===== src/rtl/fetch_unit.sv =====
// ============================================================================
// Module  : fetch_unit
// Purpose : PC/IR fetch sequencer issuing opcode/ra/rb to decode via valid/ready.
// Rev     : 1.0  initial release
// ============================================================================
`default_nettype none

module fetch_unit #(
  parameter int              PC_W     = 8,
  parameter int              INSTR_W  = 8,
  parameter logic [PC_W-1:0] RESET_PC = '0
) (
  input  logic               clk,
  input  logic               rst_n,
  input  logic               start,
  output logic               imem_req,
  output logic [PC_W-1:0]    imem_addr,
  input  logic               imem_ack,
  input  logic [INSTR_W-1:0] imem_data,
  output logic               instr_valid,
  input  logic               instr_ready,
  output logic [3:0]         opcode,
  output logic [1:0]         ra,
  output logic [1:0]         rb,
  output logic [PC_W-1:0]    pc_out,
  input  logic               redirect_valid,
  input  logic [PC_W-1:0]    redirect_pc,
  output logic               busy
);

  typedef enum logic [1:0] {
    S_IDLE  = 2'd0,
    S_FETCH = 2'd1,
    S_ISSUE = 2'd2
  } state_t;

  state_t             r_state;
  logic [PC_W-1:0]    r_pc;
  logic [INSTR_W-1:0] r_ir;
  logic [PC_W-1:0]    r_pc_out;
  logic               r_req;
  logic               r_valid;
  logic               r_pend;
  logic [PC_W-1:0]    r_pend_pc;
  logic               r_busy;

  always_ff @(posedge clk or negedge rst_n) begin
    if (!rst_n) begin
      r_state   <= S_IDLE;
      r_pc      <= RESET_PC;
      r_ir      <= '0;
      r_pc_out  <= '0;
      r_req     <= 1'b0;
      r_valid   <= 1'b0;
      r_pend    <= 1'b0;
      r_pend_pc <= '0;
      r_busy    <= 1'b0;
    end else begin
      case (r_state)
        S_IDLE: begin
          if (start) begin
            r_state <= S_FETCH;
            r_req   <= 1'b1;
            r_busy  <= 1'b1;
          end
        end
        S_FETCH: begin
          // Requests are never aborted: a redirect seen mid-fetch is parked
          // until the ack, then the stale data is dropped and we refetch.
          if (imem_ack) begin
            if (r_pend || redirect_valid) begin
              r_pc   <= redirect_valid ? redirect_pc : r_pend_pc;
              r_pend <= 1'b0;
            end else begin
              r_ir     <= imem_data;
              r_pc_out <= r_pc;
              r_req    <= 1'b0;
              r_valid  <= 1'b1;
              r_state  <= S_ISSUE;
            end
          end else if (redirect_valid) begin
            r_pend    <= 1'b1;
            r_pend_pc <= redirect_pc;
          end
        end
        S_ISSUE: begin
          if (redirect_valid || instr_ready) begin
            r_pc    <= redirect_valid ? redirect_pc : r_pc + 1'b1;
            r_valid <= 1'b0;
            r_req   <= 1'b1;
            r_state <= S_FETCH;
          end
        end
        default: r_state <= S_IDLE;
      endcase
    end
  end

  assign imem_req    = r_req;
  assign imem_addr   = r_pc;
  assign instr_valid = r_valid;
  assign opcode      = r_ir[INSTR_W-1 -: 4];
  assign ra          = r_ir[3:2];
  assign rb          = r_ir[1:0];
  assign pc_out      = r_pc_out;
  assign busy        = r_busy;

endmodule

`default_nettype wire


===== config.mk =====
export PLATFORM = sky130hd
export DESIGN_NAME = fetch_unit
export DESIGN_NICKNAME = d
export VERILOG_FILES = /design/src/rtl/fetch_unit.sv
export SDC_FILE = /design/constraint.sdc
export NUM_CORES = 1
export LEC_CHECK = 0
export ABC_AREA = 1
export CAP_MARGIN = 30
export CORE_MARGIN = 1.5
export CORE_UTILIZATION = 54
export DETAILED_ROUTE_END_ITERATION = 6
export DONT_BUFFER_PORTS = 1
export GPL_ROUTABILITY_DRIVEN = 0
export GPL_TIMING_DRIVEN = 0
export PLACE_DENSITY = 0.75
export SLEW_MARGIN = 40
export SYNTH_ARGS = -nofsm -noshare
export SYNTH_HDL_FRONTEND = slang
export SYNTH_SLANG_ARGS = --single-unit

===== constraint.sdc =====
create_clock -name clk -period 3.45 [get_ports clk]
set_input_delay 0.69 -clock clk [delete_from_list [all_inputs] [get_ports clk]]
set_output_delay 0.69 -clock clk [all_outputs]
set_load 0.03 [all_outputs]

Word level (Yosys, flattened, before mapping)
Index checks and enable logic that the tools add are counted.
{ "op_classes": {"eq_ne": 8, "bitwise": 2, "mux": 23, "addsub": 1, "reduce_logical": 14} }
{ "op_table": {"columns": ["cell", "n"], "rows": [
  ["two-way mux 8 bit", 5],
  ["case mux 8 bit (2 select lines)", 1],
  ["AND reduction 4 bit", 3],
  ["two-way mux 1 bit", 10],
  ["!= test 2 bit, second input constant", 5],
  ["adder 8 x 1 -> 8 bit, second input constant", 1],
  ["two-way mux 2 bit", 4],
  ["case mux 2 bit (3 select lines)", 1],
  ["AND reduction 3 bit", 2],
  ["AND reduction 5 bit", 1],
  ["AND reduction 2 bit", 2],
  ["nonzero test 2 bit", 2],
  ["case mux 1 bit (3 select lines)", 1],
  ["nonzero test 3 bit", 1],
  ["== test 2 x 1 -> 1 bit, second input constant", 1],
  ["== test 2 bit, second input constant", 1],
  ["zero test 2 bit", 1],
  ["logical OR 1 bit", 2],
  ["!= test 2 x 1 -> 1 bit, second input constant", 1],
  ["inverter 1 bit", 2],
  ["case mux 1 bit (2 select lines)", 1]
]} }
{ "totals": {"output_inout_bits": 27, "input_bits": 22, "elab_cells": 57, "regBits": 38} }

Depth between registers and ports, before layout
Gate-level depths: netlist of the first run.
{ "depth": {"depth_word": 4, "depth_mapped": 9, "mapped_depth_nobuf": 8} }

Least setup slack after synthesis of the first run
Ideal clock, no wire load.
{ "synth_path": {"kind": "input-to-reg", "from": "input port redirect_valid", "to": "register r_pc[5], in the netlist imem_addr[5]", "slack_ps": 1955, "t_required_ps": 3332, "n_path_buf": 0, "setup_ps": 118, "stages": 7, "t_arrival_ps": 1377, "path_cell_list": "nor2_1 > nor2_2 > nor2_1 > nor2_2 > nand2_1 > nor2_1 > nor2_1"} }
{ "synth_between": {"elab_chain_cells": 4, "elab_cells_between_ends": 11, "cone_classes": "eq/ne (2); mux (6); reduce/logical (3)"} }
{ "synth_rtl": {"columns": ["item", "line", "source"], "rows": [
  ["start: declaration", "26", "input logic redirect_valid,"],
  ["two-way mux 8 bit", null, null],
  ["two-way mux 8 bit", "71", "if (r_pend || redirect_valid) begin"],
  ["two-way mux 8 bit", "70", "if (imem_ack) begin"],
  ["case mux 8 bit (2 select lines)", "59", "case (r_state)"],
  ["end signal: assignment", "72", "r_pc <= redirect_valid ? redirect_pc : r_pend_pc;"],
  ["end signal: assignment", "88", "r_pc <= redirect_valid ? redirect_pc : r_pc + 1'b1;"],
  ["end: declaration", "38", "logic [PC_W-1:0] r_pc;"]
]} }
Several ways; a longest one is shown, not always the timed one. The select of a mux whose other input is x is not followed.
A chain may end at the register's enable or synchronous reset.

Worst setup path in the final report of the first run
{ "layout_path": {"from": "register r_pc[0], in the netlist imem_addr[0]", "to": "output port imem_addr[0]"} }
{ "layout_lines": {"columns": ["item", "line", "source"], "rows": [
  ["end: declaration", "17", "output logic [PC_W-1:0] imem_addr,"]
]} }
No word-level cell between the ends.

==> results of run 1 <==
per-stage QoR:
stage          util, %  setup WS (ps)
3_5_place_dp      58.4           1770
2_1_floorplan        -           1960
5_1_grt           59.8           1630
4_1_cts           59.8           1790
6_report          59.8           1780
3_3_place_gp      58.4           1800
report_power, final:
part	total, uW	internal (uW)	switching [uW]
registers	1090	643	448
logic	761	273	487
clock network	218	73.4	144
routing by layer:
metal,track usage [%],vias up
li1,-,795
met1,29.3,714
met2,34.4,60
met3,7.39,0
met4,8.33,0
met5,0,-
layout by cell type, fill, tap and decap left out, types with 3 or more instances in the layout:
cell / count
nor2_1: 26
o21ai_1: 4
clkbuf_4: 5
a21oi_1: 9
clkbuf_1: 4
nand2_1: 78
o22ai_1: 3
o21ai_0: 17
nor2_2: 3
inv_1: 21
dfrtp_1: 38
nand2_2: 3
nand3_1: 22
logic make-up after synthesis:
logic type,after synthesis,share of synthesized area [%]
flip-flops,38,49.9
AND/OR/NAND/NOR,137,30.7
AO/OA/AOI/OAI,38,10.9
buffers and inverters,32,7.41
XOR/XNOR,1,0.459
adder cells (fa/ha/maj),1,0.656
flip-flops by register name, indices dropped and copies added (netlist names):
register and cells:
r_pend_pc 8, r_state 2, imem_req 1, r_ir 8
r_pend 1, busy 1, pc_out 8, instr_valid 1
imem_addr 8
cell type report:
cell class / count / share of cell area [%]
multi-input cells: 177 / 40.5
plain buffers: 9 / 2.74
clock inverters: 2 / 0.498
clock buffers: 5 / 1.87
inverters: 23 / 4.29
well taps: 46 / 2.86
flip-flops and latches: 38 / 47.3
path summary, 6_finish.rpt:
kind                                           from                  endpoint  slack, ps  cells after the start
max                        imem_addr[0]$_DFFE_PN0P_              imem_addr[0]       1780                      0
min                                           rst_n  imem_addr[6]$_DFFE_PN0P_         30                      0
max reg2reg                imem_addr[2]$_DFFE_PN0P_  imem_addr[7]$_DFFE_PN0P_       1790                      7
min reg2reg                r_pend_pc[0]$_DFFE_PN0P_  r_pend_pc[0]$_DFFE_PN0P_        500                      2
max in group asynchronous                     rst_n       r_ir[6]$_DFFE_PN0P_       3340                      0
min in group clk                       imem_data[0]       r_ir[0]$_DFFE_PN0P_        480                      2
==> results_dict.tcl, run 1 <==
set metrics [dict create \
    synthArstFlopShare_pct 100 \
    fin_crit_sh_pct 48.3 \
    start_util_pct 56.7 \
    htreeDepth 2 \
    path_clk_slew_ps 110 \
    postCtsSetupBuffers 0 \
    clock-sinks 38 \
    path_max_fanout 6 \
    synthTopCellsByArea "dfrtp_1 (50%), nand2_1 (15%), nand3_1 (5.8%)" \
    yosysWarnings 0 \
    clockRootBuffer "clkbuf_4" \
    area_growth_pct 5.51 \
    yosys_most_used_dff "dfrtp_1" \
    antenna_found_initial 0 \
    highest_layer "met3" \
    die_w_um 62.4 \
    drt-initial-drc-count 97 \
    ios 49 \
    dr_wl_met2_mm 1.90 \
    synth_edf_count 0 \
    required_ps 2760 \
    io_buffers 0 \
    ys_ff_latch 38 \
    yosysSeqAreaShare_pct 49.9 \
    place_area_um2 1960 \
    synth.largest_area_cell "dfrtp_1" \
    fp.coreArea_um2 3360 \
    multi_input_area_um2 815 \
    dp_cells 293 \
    vias 1569 \
    synth_cell_types 26 \
    final_area_um2 2010 \
    synth.most_common_cell "nand2_1" \
    finalHoldViolations 0 \
    worstMarginPinSlew_ps 489 \
    rsz0062_at_grt "no" \
    cp.arrival_ps 980 \
    synthesis.nets 270 \
    dp_hpwl_mm 2.90 \
    path_class "register to output port" \
    cts_tree "yes" \
    die-height_um 62.4 \
    wl_per_cell_um 13.5 \
    wl_met1_mm 1.83 \
    grt_usage_pct 22.3 \
    leakagePower_uw 0.00103 \
    power.density_nw_per_um2 1030 \
    nNetsFinal 277 \
    run_status "finished, final reports clean" \
    num_rows 21 \
    synth_cells 247 \
    design.die.area_um2 3900 \
    skew_ps 4.88 \
    yosysTopAreaCellShare_pct 49.9 \
    cts.path.max_buffers 2 \
    antenna_cells 0 \
    slew_viol_final 0 \
    synth_common_cells "nand2_1 (78), dfrtp_1 (38), nor2_1 (26)" \
    timing.hold.ws_ps 25.3 \
    cts_resized 0 \
    maxCapViolCount 0 \
    final_cells 300 \
    hold_buffers 0 \
    hp-class "input port to asynchronous set/reset pin" \
    crit_path_end_kind "output port" \
    peakVddDrop_v 0.000409 \
    clk_latency_ps 340 \
    wl_met3_um 319 \
    grt_pass1_vias 1501 \
    dr.pass1.iters 4 \
    gr-total-overflow 0 \
    start_kind "register" \
    wl_mm 4.05 \
    finalCriticalPeriod_ps 1670 \
    grt_max_degree 39 \
    setup_viol 0 \
    synthesis.area_um2 1910 \
    grt_pass1_wl_mm 6.89 \
    via_per_inst 5.23 \
    postRouteAntennaNets 0 \
    max_freq_mhz 600 \
    drive_gt1_share_pct 9.84 \
    drcViolationCount 0 \
    avgSynthCellArea_um2 7.72 \
    cts_buffers 5 \
    area.sequential_um2 951 \
    relSlewSlack_pct 67.4 \
    nFillCells 326 \
    finalPower_uw 2070 \
    tns_ps 0 \
]
Power figures use the tool's default switching activity.
==> run 2, diff against run 1 <==
==> constraint.sdc (replaced) <==
create_clock -name clk -period 1.65 [get_ports clk]
set_input_delay 0.33 -clock clk [delete_from_list [all_inputs] [get_ports clk]]
set_output_delay 0.33 -clock clk [all_outputs]
set_load 0.03 [all_outputs]
==> run 2 against run 1 <==
Effect of this change: register-to-register slack got worse by 1600 ps; first-iteration DRC count increased by 20%; final cell count grew 0.67%; worst hold slack better by 100 ps; via count grew 0.38%; global-route usage about the same; critical path depth grew 7; flip-flop and latch count stayed put; total power is 110% higher; worst setup slack got worse by 1600 ps; highest routed layer is now met4; clock skew increased by 1.0 ps.
==> results_dict.tcl, run 2 (synthesized netlist as in run 1, its figures left out) <==
set metrics [dict create \
    path_class "register to register" \
    via_per_inst 5.22 \
    final_cell_mix "nand2_1 (78), dfrtp_1 (35), nor2_1 (26), nand3_1 (22), inv_1 (21)" \
    pwr-share-comb_pct 37.4 \
    whs_path_depth 2 \
    p_seq_share_pct 52.3 \
    cpPeakStageDelay_ps 460 \
    drt-initial-drc-count 116 \
    leakagePower_uw 0.00104 \
    cts_buffers 5 \
    drcViolationCount 0 \
    tns_ps 0 \
    hold_path_startpoint "imem_data[0]" \
    r2r_end "imem_addr[7]$_DFFE_PN0P_" \
    clk_latency_ps 340 \
    design.die.area_um2 3900 \
    vias 1575 \
    nNetsFinal 279 \
    slowest_stage "dfrtp_1" \
    worstPathCellList "inv_2 -> nand2_1 -> nor2_2 -> nor2_1 -> nand2_1 -> nor2_1 -> a21oi_1" \
    start_kind "register" \
    cp.arrival_ps 1760 \
    area.sequential_um2 955 \
    multi_input_area_um2 820 \
    grt_pass1_vias 1512 \
    io_buffers 0 \
    die-height_um 62.4 \
    start_util_pct 56.7 \
    rsz0062_at_grt "no" \
    num_rows 21 \
    postRouteAntennaNets 0 \
    finalHoldViolations 0 \
    grt_usage_pct 22.3 \
    setup_viol 0 \
    slew_viol_final 0 \
    finalPower_uw 4370 \
    clock-sinks 38 \
    worstMarginPinSlew_ps 468 \
    finalCriticalPeriod_ps 1500 \
    run_status "finished, final reports clean" \
    worst_hold_path.endpoint "r_ir[0]$_DFFE_PN0P_" \
    p_sw_share_pct 52.2 \
    final_cells 302 \
    cts_tree "yes" \
    final_common_cell "nand2_1" \
    grt_max_degree 39 \
    gr-total-overflow 0 \
    grt_pass1_wl_mm 6.91 \
    crit_buf_inv 1 \
    cts.path.max_buffers 2 \
    die_w_um 62.4 \
    wl_mm 4.06 \
    crit_path_end_kind "register" \
    ios 49 \
    dr.pass1.iters 4 \
    area_growth_pct 7.61 \
    fin_crit_sh_pct 90.9 \
    rrSetupSlack_ps 150 \
    path_clk_slew_ps 100 \
    p_switching_uw 2280 \
    dp_cells 293 \
    required_ps 1910 \
    dp_hpwl_mm 2.90 \
    antenna_cells 0 \
    skew_ps 5.89 \
    peakVddDrop_v 0.000853 \
    r2r-start "r_state[1]$_DFFE_PN0P_" \
    relSlewSlack_pct 68.8 \
    power.density_nw_per_um2 2130 \
    postCtsSetupBuffers 0 \
    wl_per_cell_um 13.4 \
    nFillCells 324 \
    drive_gt1_share_pct 11.7 \
    antenna_found_initial 0 \
    max_freq_mhz 667 \
    critical-path-top-delay-family "simple AND/OR/NAND/NOR gates" \
    clockRootBuffer "clkbuf_4" \
    clockPowerShare_pct 10.3 \
    ff2ff_path_depth 7 \
    maxCapViolCount 0 \
    path_max_fanout 7 \
    htreeDepth 2 \
    hp-class "input port to register" \
    fp.coreArea_um2 3360 \
    p_int_uw 2090 \
]
-- run 2: changes by cell type in the layout (fill, tap and decap cells not counted), sizes merged --
cell / previous run / this run
buf: 5 / 6
dlygate4sd3: 0 / 1
-- run 2: power groups by stage --
stage / registers [uW] / clock network [uW] / logic, uW
finish: 2290 / 452 / 1630
CTS: 2280 / 463 / 1630
detailed placement: 2300 / 0 / 1600
global placement: 2280 / 0 / 1540
floorplan: 2210 / 0 / 1300
global route: 2340 / 512 / 1870
-- run 2: through the flow --
stage	hold slack, ps	cell area [um2]	setup WS [ps]	utilization (%)
global route	114	2050	7.29	61.0
floorplan	34.4	1910	278	-
global placement	35.4	1960	89.7	58.4
finish	125	2050	150	61.0
CTS	116	2040	77.7	60.8
detailed placement	35.3	1960	30.2	58.4
-- run 2: worst max path at each step --
stage / startpoint / to / cells past startpoint
2_1_floorplan: imem_addr[2]$_DFFE_PN0P_ / imem_addr[3]$_DFFE_PN0P_ / 6
3_3_place_gp: imem_addr[2]$_DFFE_PN0P_ / imem_addr[7]$_DFFE_PN0P_ / 7
3_5_place_dp: imem_addr[2]$_DFFE_PN0P_ / imem_addr[7]$_DFFE_PN0P_ / 7
4_1_cts: imem_addr[2]$_DFFE_PN0P_ / imem_addr[7]$_DFFE_PN0P_ / 7
5_1_grt: r_state[0]$_DFFE_PN0P_ / imem_addr[5]$_DFFE_PN0P_ / 7
6_report: r_state[1]$_DFFE_PN0P_ / imem_addr[7]$_DFFE_PN0P_ / 7
-- run 2: layout make-up --
type / instances / area share (%)
plain buffers: 9 / 2.74
clock inverters: 2 / 0.488
inverters: 23 / 4.21
well taps: 46 / 2.80
clock buffers: 5 / 1.83
multi-input cells: 177 / 39.9
flip-flops and latches: 38 / 46.5
repair buffers: 2 / 1.46
-- run 2: worst register-to-register path, cell delays in order, from the launching register on --
cell and delay (ps):
dfrtp_1 460, inv_2 110, nand2_1 80, nor2_2 220, nor2_1 110, nand2_1 200
nor2_1 90, a21oi_1 150
-- run 2: what timing repair did --
action	CTS	global route
endpoints found under the setup margin	1	4
hold endpoints to repair	38	0
hold buffers	2	0
resized for setup	1	4
-- run 2: per-layer routing --
layer	track usage (%)	share of wire (%)	up-vias
met1	29.4	44	712
met2	34.4	47	62
met3	7.21	8.5	2
met4	8.61	0.76	0
met5	0	0	-
li1	-	-	799
==> run 3, diff against run 2 <==
--- a/config.mk
+++ b/config.mk
@@ -9,11 +9,13 @@
 export CAP_MARGIN = 30
 export CORE_MARGIN = 1.5
 export CORE_UTILIZATION = 54
+export CTS_CLUSTER_SIZE = 10
 export DETAILED_ROUTE_END_ITERATION = 6
 export DONT_BUFFER_PORTS = 1
 export GPL_ROUTABILITY_DRIVEN = 0
 export GPL_TIMING_DRIVEN = 0
 export PLACE_DENSITY = 0.75
+export RECOVER_POWER = 100
 export SLEW_MARGIN = 40
 export SYNTH_ARGS = -nofsm -noshare
 export SYNTH_HDL_FRONTEND = slang
==> run 3 against run 2 <==
Effect of this change: sequential share of layout area grew 0.49 points; critical path type unchanged; utilization shrank 0.63 points; highest routed layer unchanged; global-route usage did not move; combinational power is essentially flat.
==> results_dict.tcl, run 3 (synthesized netlist as in run 1, its figures left out) <==
set metrics [dict create \
    drive_gt1_share_pct 10.9 \
    rsz0062_at_grt "no" \
    antenna_cells 0 \
    maxCapViolCount 0 \
    dr.pass1.iters 4 \
    rrSetupSlack_ps 130 \
    cts_buffers 5 \
    power.density_nw_per_um2 2140 \
    area_growth_pct 6.50 \
    final_area_um2 2030 \
    crit_path_end_kind "register" \
    slew_viol_final 0 \
    hp-class "input port to register" \
    worstPathCellList "inv_2 -> nand2_1 -> clkbuf_2 -> nand2_1 -> nand2_1 -> nor2_1 -> a21oi_1" \
    drcViolationCount 0 \
    num_rows 21 \
    worst_slack_ps 134 \
    grt_pass1_wl_mm 6.91 \
    vias 1571 \
    final_common_cell "nand2_1" \
    clockRootBuffer "clkbuf_4" \
    grt_max_degree 39 \
    die-height_um 62.4 \
    ff2ff_path_depth 7 \
    pre_cts_ws_ps 30.2 \
    run_status "finished, final reports clean" \
    crit_buf_inv 2 \
    setup_viol 0 \
    path_class "register to register" \
    start_kind "register" \
    gr-total-overflow 0 \
    timing.critical_path.from "r_state[0]$_DFFE_PN0P_" \
    fin_crit_sh_pct 91.9 \
    tns_ps 0 \
    dp_cells 293 \
    drt-initial-drc-count 126 \
    finalPower_uw 4340 \
    skew_ps 6.45 \
    place_area_um2 1960 \
    via_per_inst 5.20 \
    cp.arrival_ps 1740 \
    critical-path-top-delay-family "simple AND/OR/NAND/NOR gates" \
    final_cell_mix "nand2_1 (79), dfrtp_1 (35), nor2_1 (26), nand3_1 (22), inv_1 (21)" \
    wl_mm 4.08 \
    htreeDepth 2 \
    wl_per_cell_um 13.5 \
    nNetsFinal 279 \
    design.die.area_um2 3900 \
    leakagePower_uw 0.00103 \
    grt_usage_pct 22.3 \
    cts.path.max_buffers 2 \
    postRouteAntennaNets 0 \
    clk_latency_ps 340 \
    r2r-start "r_state[0]$_DFFE_PN0P_" \
    required_ps 1870 \
    final_cells 302 \
    grt_pass1_vias 1512 \
    ios 49 \
    fp.coreArea_um2 3360 \
    slowest_stage "dfrtp_1" \
    dp_hpwl_mm 2.90 \
    cpPeakStageDelay_ps 430 \
    finalHoldViolations 0 \
    peakVddDrop_v 0.000853 \
    cts_tree "yes" \
    relSlewSlack_pct 38.3 \
    worstMarginPinSlew_ps 926 \
    cp.depth 7 \
    timing.critical_path.to "imem_addr[7]$_DFFE_PN0P_" \
    die_w_um 62.4 \
    r2r_end "imem_addr[7]$_DFFE_PN0P_" \
    clock-sinks 38 \
    path_max_fanout 10 \
    io_buffers 0 \
    start_util_pct 56.7 \
    path_clk_slew_ps 110 \
    max_freq_mhz 659 \
    cp_common_cell "nand2_1" \
    antenna_found_initial 0 \
    finalCriticalPeriod_ps 1520 \
    postCtsSetupBuffers 0 \
]
## run 3: changes by cell type in the layout (fill, tap and decap cells not counted)
cell	change
o21ai_0	+2
clkbuf_2	+2
o21ai_2	-1
o21ai_1	-1
nand2_2	-1
buf_12	-1
nand2_1	+1
buf_2	-1
## run 3: report_power, final
part	internal, uW	switching, uW	total (uW)
clock network	153	299	452
logic	570	1030	1600
registers	1350	934	2280
## run 3: cell type report
cell class,count,area [um2]
Clock buffer,5,37.5
Timing Repair Buffer,2,15.0
Sequential cell,38,955
Fill cell,326,1330
Clock inverter,2,10.0
Buffer,9,56.3
Multi-Input combinational cell,177,813
Tap cell,46,57.6
Inverter,23,86.3
## run 3: repair_timing
action	CTS	global route
endpoints found under the setup margin	1	4
pin swaps	0	0
hold endpoints to repair	38	0
resized for setup	1	4
hold buffers	2	0
## run 3: per-stage QoR
| stage | utilization [%] | hold slack (ps) |
|---|---|---|
| detailed placement | 58.4 | 35.3 |
| CTS | 60.8 | 116 |
| global route | 60.4 | 114 |
| floorplan | - | 34.4 |
| global placement | 58.4 | 35.4 |
| finish | 60.4 | 127 |
## run 3: per-layer routing
metal  track usage (%)  routed length [um]  vias to the layer above  share of wire (%)
li1                  -                   -                      800                  -
met4              8.61                  31                        0               0.76
met5                 0                   0                        -                  0
met2              34.4                1940                       56                 47
met3              7.21                 340                        2                8.3
met1              29.4                1770                      713                 43
## run 3: worst reg2reg max path, cell delays in order (launching register included)
cell	delay, ps
dfrtp_1	430
inv_2	120
nand2_1	100
clkbuf_2	220
nand2_1	100
nand2_1	150
nor2_1	180
a21oi_1	90
## run 3: worst min path at each step
stage	startpoint	to	slack, ps	cells after the start
floorplan	rst_n	busy$_DFFE_PN0P_	30	0
detailed placement	rst_n	imem_req$_DFFE_PN0P_	40	0
finish	imem_data[0]	r_ir[0]$_DFFE_PN0P_	130	2
CTS	imem_data[1]	r_ir[1]$_DFFE_PN0P_	120	2
global placement	rst_n	r_pend$_DFFE_PN0P_	40	0
global route	imem_data[1]	r_ir[1]$_DFFE_PN0P_	110	2
